<file path="config.mk">
export PLATFORM = sky130hd
export DESIGN_NAME = seg_display_scheduler
export DESIGN_NICKNAME = d
export VERILOG_FILES = /design/src/rtl/seg_disp_pkg.sv /design/src/rtl/seg_digit_scanner.sv /design/src/rtl/seg_display_scheduler.sv
export SDC_FILE = /design/constraint.sdc
export NUM_CORES = 1
export LEC_CHECK = 0
export ABC_AREA = 0
export ABC_CLOCK_PERIOD_IN_PS = 3400
export CAP_MARGIN = 20
export CORE_MARGIN = 3
export CORE_UTILIZATION = 35
export CTS_BUF_LIST = sky130_fd_sc_hd__clkbuf_4
export DETAILED_ROUTE_END_ITERATION = 10
export PLACE_DENSITY = 0.59
export REMOVE_ABC_BUFFERS = 1
export SLEW_MARGIN = 20
export SYNTH_ARGS = -nofsm -noshare
export SYNTH_HDL_FRONTEND = slang
export SYNTH_HIERARCHICAL = 1
export SYNTH_SLANG_ARGS = --single-unit
</file>
<file path="constraint.sdc">
create_clock -name clk -period 3.4 [get_ports clk]
set_input_delay 0.51 -clock clk [delete_from_list [all_inputs] [get_ports clk]]
set_output_delay 0.51 -clock clk [all_outputs]
set_load 0.02 [all_outputs]
</file>
<file path="src/rtl/seg_disp_pkg.sv">
`default_nettype none
// ============================================================================
//  Module      : seg_disp_pkg
//  Description : Shared types, segment font and decode helper for the
//                seven-segment display scheduler.
//  Revision    : 1.0 - initial release
// ============================================================================
package seg_disp_pkg;

    typedef enum logic [1:0] {
        ST_RESET  = 2'd0,
        ST_MANUAL = 2'd1,
        ST_ALERT  = 2'd2
    } sched_state_t;

    localparam logic [6:0] c_seg_blank = 7'b1111111;

    // Active-low {g,f,e,d,c,b,a} glyphs for hex digits 0..F
    localparam logic [6:0] c_seg_font [16] = '{
        7'b1000000, 7'b1111001, 7'b0100100, 7'b0110000,
        7'b0011001, 7'b0010010, 7'b0000010, 7'b1111000,
        7'b0000000, 7'b0010000, 7'b0001000, 7'b0000011,
        7'b1000110, 7'b0100001, 7'b0000110, 7'b0001110
    };

    function automatic logic [6:0] hex_to_seg(input logic [3:0] nib);
        return c_seg_font[nib];
    endfunction

endpackage
`default_nettype wire

</file>
<file path="src/rtl/seg_digit_scanner.sv">
`default_nettype none
// ============================================================================
//  Module      : seg_digit_scanner
//  Description : Four-digit multiplexer with registered an/seg/dp outputs.
//  Revision    : 1.0 - initial release
// ============================================================================
module seg_digit_scanner
    import seg_disp_pkg::*;
#(
    parameter int REFRESH_CYCLES = 50000
) (
    input  logic        clk,
    input  logic        rst,
    input  logic [15:0] value,
    input  logic [3:0]  dp_mask,
    output logic [3:0]  an,
    output logic [6:0]  seg,
    output logic        dp
);

    localparam int RW = (REFRESH_CYCLES > 1) ? $clog2(REFRESH_CYCLES) : 1;
    localparam logic [RW-1:0] c_refresh_last = RW'(REFRESH_CYCLES - 1);

    logic [RW-1:0] r_refresh_cnt;
    logic [1:0]    r_digit;
    logic [3:0]    w_nibble;

    assign w_nibble = value[{r_digit, 2'b00} +: 4];

    // Outputs register the current digit, so each enable window is exactly
    // REFRESH_CYCLES long and lines up with the digit counter wrap.
    always_ff @(posedge clk) begin
        if (rst) begin
            r_refresh_cnt <= '0;
            r_digit       <= 2'd0;
            an            <= 4'b1111;
            seg           <= c_seg_blank;
            dp            <= 1'b1;
        end else begin
            an  <= ~(4'b0001 << r_digit);
            seg <= hex_to_seg(w_nibble);
            dp  <= ~dp_mask[r_digit];
            if (r_refresh_cnt == c_refresh_last) begin
                r_refresh_cnt <= '0;
                r_digit       <= r_digit + 2'd1;
            end else begin
                r_refresh_cnt <= r_refresh_cnt + RW'(1);
            end
        end
    end

endmodule
`default_nettype wire

</file>
<file path="src/rtl/seg_display_scheduler.sv">
`default_nettype none
// ============================================================================
//  Module      : seg_display_scheduler
//  Description : Page scheduler (manual stepping + timed alert pre-emption)
//                driving a four-digit seven-segment display.
//  Revision    : 1.0 - initial release
// ============================================================================
module seg_display_scheduler
    import seg_disp_pkg::*;
#(
    parameter int NUM_PAGES      = 4,
    parameter int REFRESH_CYCLES = 50000,
    parameter int ALERT_CYCLES   = 100000000
) (
    input  logic                         clk,
    input  logic                         rst,
    input  logic                         next_pulse,
    input  logic                         prev_pulse,
    input  logic                         alert_req,
    input  logic [$clog2(NUM_PAGES)-1:0] alert_page,
    input  logic [16*NUM_PAGES-1:0]      page_data,
    output logic [3:0]                   an,
    output logic [6:0]                   seg,
    output logic                         dp,
    output logic [$clog2(NUM_PAGES)-1:0] page_idx,
    output logic                         alert_active
);

    localparam int PW = $clog2(NUM_PAGES);
    localparam int AW = (ALERT_CYCLES > 1) ? $clog2(ALERT_CYCLES) : 1;
    localparam logic [AW-1:0] c_alert_reload = AW'(ALERT_CYCLES - 1);

    sched_state_t  r_state, w_state_nxt;
    logic [PW-1:0] r_manual_page, w_manual_nxt;
    logic [PW-1:0] r_shown_page, w_shown_nxt;
    logic [AW-1:0] r_alert_cnt, w_alert_cnt_nxt;
    logic [15:0]   w_page_word;
    logic [1:0]    w_dp_sel;
    logic [3:0]    w_dp_mask;

    always_ff @(posedge clk) begin
        if (rst) begin
            r_state       <= ST_RESET;
            r_manual_page <= '0;
            r_shown_page  <= '0;
            r_alert_cnt   <= '0;
        end else begin
            r_state       <= w_state_nxt;
            r_manual_page <= w_manual_nxt;
            r_shown_page  <= w_shown_nxt;
            r_alert_cnt   <= w_alert_cnt_nxt;
        end
    end

    always_comb begin
        w_state_nxt     = r_state;
        w_manual_nxt    = r_manual_page;
        w_shown_nxt     = r_shown_page;
        w_alert_cnt_nxt = r_alert_cnt;
        case (r_state)
            ST_RESET: begin
                w_state_nxt = ST_MANUAL;
                w_shown_nxt = r_manual_page;
            end
            ST_MANUAL: begin
                if (alert_req) begin
                    w_state_nxt     = ST_ALERT;
                    w_shown_nxt     = alert_page;
                    w_alert_cnt_nxt = c_alert_reload;
                end else if (next_pulse ^ prev_pulse) begin
                    w_manual_nxt = next_pulse ? r_manual_page + PW'(1)
                                              : r_manual_page - PW'(1);
                    w_shown_nxt  = w_manual_nxt;
                end
            end
            ST_ALERT: begin
                // A button press cancels the alert without stepping the page
                if (alert_req) begin
                    w_shown_nxt     = alert_page;
                    w_alert_cnt_nxt = c_alert_reload;
                end else if (next_pulse || prev_pulse || (r_alert_cnt == '0)) begin
                    w_state_nxt = ST_MANUAL;
                    w_shown_nxt = r_manual_page;
                end else begin
                    w_alert_cnt_nxt = r_alert_cnt - AW'(1);
                end
            end
            default: begin
                w_state_nxt = ST_RESET;
            end
        endcase
    end

    generate
        if (PW >= 2) begin : g_dp_sel_wide
            assign w_dp_sel = r_shown_page[1:0];
        end else begin : g_dp_sel_narrow
            assign w_dp_sel = {1'b0, r_shown_page};
        end
    endgenerate

    assign w_page_word  = page_data[{r_shown_page, 4'b0000} +: 16];
    assign w_dp_mask    = (r_state == ST_ALERT) ? 4'b1111 : (4'b0001 << w_dp_sel);
    assign page_idx     = r_shown_page;
    assign alert_active = (r_state == ST_ALERT);

    seg_digit_scanner #(
        .REFRESH_CYCLES (REFRESH_CYCLES)
    ) u_scanner (
        .clk     (clk),
        .rst     (rst),
        .value   (w_page_word),
        .dp_mask (w_dp_mask),
        .an      (an),
        .seg     (seg),
        .dp      (dp)
    );

endmodule
`default_nettype wire

</file>
== After elaboration in Yosys (flattened, before gate mapping) ==
Memory sizes are Yosys's and may differ from the RTL's. A register that Yosys moved wholly into a read port is not among the register bits.
Cells that the tools add are included.

* Input bits: 71
* Output and inout bits: 15
* Bits in registers: 56
* Word-level logic and storage cells: 61
* Memories kept: 1
* Bits in read-only memories: 112

* Shifts and indexed selects: 4
* Muxes and demuxes: 17
* $lt $le $gt $ge: 1
* Eq/ne operators: 9
* Reduce and logical (&&, ||, !) cells: 11
* Bitwise logic cells: 5
* Add/sub/neg operators: 5

{| class="wikitable"
|+ Memories
! memory !! words !! width !! rd ports !! clocked after Yosys merged registers in !! write ports !! line !! text
|-
| (no name shown) || 16 || 7 || 1 || 1 || 0 || seg_disp_pkg.sv:27 || <nowiki>return c_seg_font[nib];</nowiki>
|}

{| class="wikitable"
|+ Operator list
! kind !! number
|-
| 2-to-1 mux 27 bit || 3
|-
| variable part select 64 x 7 -> 16 bit || 1
|-
| one-hot mux 27 bit (2 select lines) || 1
|-
| zero test 27 bit || 1
|-
| subtractor 27 x 1 -> 27 bit (second input constant) || 1
|-
| adder 16 x 1 -> 16 bit (second input constant) || 1
|-
| == test 16 bit (second input constant) || 1
|-
| 2-to-1 mux 2 bit || 8
|-
| variable part select 16 x 5 -> 4 bit || 1
|-
| one-hot mux 2 bit (3 select lines) || 2
|-
| AND reduction 3 bit || 4
|-
| left shift 1 x 2 -> 4 bit (first input constant) || 2
|-
| inequality test 3 bit (second input constant) || 2
|-
| inverter 4 -> 5 bit || 1
|-
| adder 2 x 1 -> 2 bit (second input constant) || 2
|-
| 2-to-1 mux 4 bit || 1
|-
| inequality test 2 bit (second input constant) || 2
|-
| inverter 4 bit || 1
|-
| < comparator 2 x 3 -> 1 bit (second input constant) || 1
|-
| inequality test 3 x 2 -> 1 bit (second input constant) || 1
|-
| nonzero test 3 bit || 1
|-
| binary-select mux 1 bit (select 2 bit) || 1
|-
| == test 2 x 1 -> 1 bit (second input constant) || 1
|-
| == test 2 bit (second input constant) || 1
|-
| 9 further kinds || 11
|}

== Depth between registers and ports, before layout ==
* Depth after elaboration: 5
* Gate-level depth with buffers: 9
* Mapped depth without buffers: 7

== Hierarchy ==
Netlist, hierarchy kept.

{| class="wikitable"
|+ Modules (own cells, without submodules)
! module !! cells an instance !! area each (sq um) !! times used !! seq. area each (sq um)
|-
| seg_display_scheduler || 260 || 2299.7 || 1 || 660.6
|-
| seg_digit_scanner || 153 || 1516.5 || 1 || 600.6
|}

== Least setup slack after synthesis ==
OpenSTA, ideal clock, no wires.

* Path type: register to register
* Start point: reg r_shown_page[0] (netlist: page_idx[0])
* End point: reg u_scanner.seg[3]
* Required time: 3276 ps
* Arrival time: 3347 ps
* Clock period less this slack: 3471 ps
* Buffers on the path: 2
* Cell stages (with the launch flop): 9
* Setup time: 124 ps
* Slack: -71 ps
* Cell sequence: dfxtp_1 clkbuf_1 clkbuf_1 mux4_2 mux4_1 ha_1 or2_2 a211oi_1 a31oi_1

* Word-level cells in the longest chain between the ends: 3

{| class="wikitable"
|+ Ends and longest elaborated chain
! item !! line !! text
|-
| from (decl) || seg_display_scheduler.sv:35 || <nowiki>logic [PW-1:0] r_shown_page, w_shown_nxt;</nowiki>
|-
| from (signal assigned) || seg_display_scheduler.sv:50 || <nowiki>r_shown_page <= w_shown_nxt;</nowiki>
|-
| variable part select 64 x 7 -> 16 bit || seg_display_scheduler.sv:102 || <nowiki>assign w_page_word = page_data[{r_shown_page, 4'b0000} +: 16];</nowiki>
|-
| via w_page_word[12] || seg_display_scheduler.sv:37 || <nowiki>logic [15:0] w_page_word;</nowiki>
|-
| variable part select 16 x 5 -> 4 bit || seg_digit_scanner.sv:28 || <nowiki>assign w_nibble = value[{r_digit, 2'b00} +: 4];</nowiki>
|-
| inverter 4 -> 5 bit (not written as such) || seg_disp_pkg.sv:27 ||
|-
| to (decl) || seg_digit_scanner.sv:17 || <nowiki>output logic [6:0] seg,</nowiki>
|}

The timed path passes the listed nets, and every way through them passes these cells.
A chain may end at the register's enable or synchronous reset.

== Worst setup path in the final report ==
Ends and elaborated chain as after synthesis.

==> reports/metrics.csv <==
stage,metric,value,unit
cells_and_area,"most common cell after layout, fill and taps aside",clkdlybuf4s50_1,
cts,CTS Hold Bufs,0,
logic_synthesis,sequential fraction of the synthesis area,0.330,
worst_setup_path,crit-path max FO,15,
logic_synthesis,post-synth top area cell,dfxtp_1,
logic_synthesis,Post-synth EDFFs,0,
cts,post-CTS sizing,0,
routing,met3 WL,363,um
cells_and_area,most frequent cells in the layout,"clkdlybuf4s50_1 (85), dfxtp_1 (63), nor2_1 (33)",
cts,CTS tree,built,
routing,met2 routed WL,4.99,mm
worst_setup_path,CP Launch Type,flop,
timing,Fin. Hold Viols,0,
floorplanning,Die Wd,110,um
timing,hold_ws,0.468,ns
cells_and_area,area grow syn2layout,28.8,%
floorplanning,full die area,12200,sq um
power_and_ir_drop,pwr dens,609,nW/um^2
cells_and_area,design area,4910,sq um
power_and_ir_drop,Peak supply drop,354,uV
logic_synthesis,dominant cells by area after synthesis,"dfxtp_1 (33%), mux4_2 (11%), ha_1 (5.9%)",
cells_and_area,Ant. Diodes,0,
worst_setup_path,Crit-path slowest cell,mux4_1,
timing,RSZ-0062 raised after global routing,no,
timing,Fmax,0.354,GHz
timing,fin. max-slew vios,0,
logic_synthesis,YS warnings,6,
place,Port Buffer Count,85,
hold_path,Hold Path Class,flop to flop,
worst_setup_path,CP Capture Type,flop,
global_routing,GRT overflow,0,
timing,setup TNS,0,ns
global_routing,first-pass GRT wire length,17.1,mm
timing,relative slew slack,0.542,
cts,CTS buffer count,9,
logic_synthesis,Netlist cell types,60,
logic_synthesis,Synth Flop Type,dfxtp_1,
timing,final worst path period share,0.831,
logic_synthesis,Syn Area/Cell,9.24,sq um
cts,clk slew on worst S/H paths,0.11,ns
cts,setup bufs post-CTS,0,
cells_and_area,share of post-route cells with drive strength above 1,0.0984,
global_routing,largest net degree at the start of global routing,20,
timing,Worst-Margin Slew,0.684,ns
routing,Final ANT Viol Nets,0,
timing,post-layout min period,2.83,ns
floorplanning,Die Ht,110,um
worst_setup_path,crit path cell chain,"buf_4, mux4_2, mux4_1, ha_1, or2_2, a211oi_1, a31oi_1",
routing,Initial DRC Count,131,
power_and_ir_drop,Leak Pwr,1.75,nW
place,DP HPWL,7.69,mm
place,post-placement cell area,4790,sq um
job,Max Cap Violations,0,
logic_synthesis,Syn Inst Count,413,
global_routing,Total GRT Usage,0.168,
logic_synthesis,Post-Syn Area,3820,sq um
routing,top layer in use,met4,
worst_setup_path,critical path type,flop to flop,
routing,residual DRC count,0,
routing,first drt pass iteration count,4,
run_status,status,"complete, no violations",
floorplanning,num rows,37,
routing,met1 WL,4.56,mm
place,GP Congestion,0.831,
global_routing,vias in the first global route,3413,
logic_synthesis,Synth Register Bits,63,
cts,# H-tree levels,3,
cts,latest clock arrival within the worst-skew pair,0.41,ns
routing,routed via count,3462,
routing,Vias per Instance,5.46,
logic_synthesis,asr flop ratio synth,0,
floorplanning,initial core utilization,0.365,
floorplanning,I/O Pins,86,
floorplanning,core footprint,10500,sq um
worst_setup_path,Worst EP arrival,3.09,ns
worst_setup_path,max incr delay on CP,0.61,ns
timing,Final Setup Violations,0,
cts,Clock Sink Count,63,
cts,root buf cell,clkbuf_4,
cts,deepest clock path buffer count,2,
routing,final wirelength,10.1,mm
global_routing,initial antenna violation count,0,
logic_synthesis,share of the synthesized area in the top cell type,0.330,
cells_and_area,nets@finish,584,
worst_setup_path,Worst Path Required,3.67,ns
timing,Setup Skew,0.0129,ns
routing,routed len/inst,15.9,um
where the power goes:
group / leakage, nW / switching [W] / internal (W) / total [W]
combinational: 1.16 / 0.000793 / 0.000663 / 0.00146
sequential: 0.517 / 0.000152 / 0.000904 / 0.00106
clock: 0.0651 / 0.000268 / 0.000211 / 0.000480
cells in the mapped netlist, drive strengths merged (2+ instances only):
| library cell | number |
|---|---|
| mux4 | 21 |
| nor4bb | 2 |
| dfxtp | 63 |
| or2 | 6 |
| nand2b | 3 |
| buf | 8 |
| o2111ai | 4 |
| a21oi | 21 |
| or4 | 9 |
| o21ai | 22 |
| nor2b | 3 |
| a221oi | 2 |
| o31ai | 4 |
| clkbuf | 14 |
| nand2 | 24 |
| nand4 | 10 |
| a31oi | 12 |
| mux2 | 3 |
| nor4 | 9 |
| o221ai | 2 |
| nand3 | 11 |
| inv | 23 |
| a211oi | 2 |
| nor3 | 11 |
| mux2i | 3 |
| and3 | 5 |
| nor2 | 33 |
| or3 | 9 |
| xor2 | 16 |
| o211ai | 10 |
| ha | 18 |
| xnor2 | 11 |
area by class of cell:
cell class	instances	area (sq um)
repair buffers	93	911
inverters	23	86.3
clock inverters	5	51.3
multi-input cells	305	2370
well taps	136	170
clock buffers	9	67.6
fillers	1024	5550
flip-flops and latches	63	1260
through the flow:
stage / utilization / cells / total power [W] / worst slack (ns)
finish: 0.470 / 634 / 0.00299 / 0.574
global route: 0.470 / 634 / 0.00322 / 0.414
CTS: 0.470 / 634 / 0.00300 / 0.550
detailed placement: 0.458 / 620 / 0.00252 / 0.351
global placement: 0.458 / 620 / 0.00248 / 0.419
floorplan: - / 391 / 0.00203 / 0.249
critical path: cells and delay by family, from the launching register on:
kind,cells,cell delay [ns]
buffers and inverters,1,0.27
adders and majority gates,1,0.28
DFF,1,0.37
AOI/OAI and AO/OA,2,0.31
and+or+nand+nor,1,0.31
muxes,2,1.14
cell families after synthesis:
family | after synthesis | share of synthesized area
simple gates | 142 | 0.199
compound gates | 91 | 0.156
flops | 63 | 0.330
buf+inv | 45 | 0.0495
xor+xnor | 27 | 0.0620
mux | 27 | 0.145
fa+ha+maj | 18 | 0.0590
flip-flops by register name, summed over array words and instances, names as in the netlist:
signal                   count
u_scanner/r_refresh_cnt     16
u_scanner/dp                 1
page_idx                     2
u_scanner/an                 4
r_alert_cnt                 27
u_scanner/seg                7
r_manual_page                2
r_state                      2
u_scanner/r_digit            2
metal layers:
layer	vias to the layer above	GRT usage
met2	72	0.277
li1	1715	-
met1	1661	0.220
met5	-	0
met3	14	0.0378
met4	0	0.0493
final timing paths:
check | endpoint | start | slack, ns | cells past startpoint
setup / recovery | u_scanner/seg[3] | page_idx[0] | 0.57 | 7
hold / removal | u_scanner/r_refresh_cnt[0] | u_scanner/r_refresh_cnt[0] | 0.47 | 1
setup reg to reg | u_scanner/seg[3] | page_idx[0] | 0.57 | 7
hold reg to reg | u_scanner/r_refresh_cnt[0] | u_scanner/r_refresh_cnt[0] | 0.47 | 1
(Power assumes the default switching activity.)
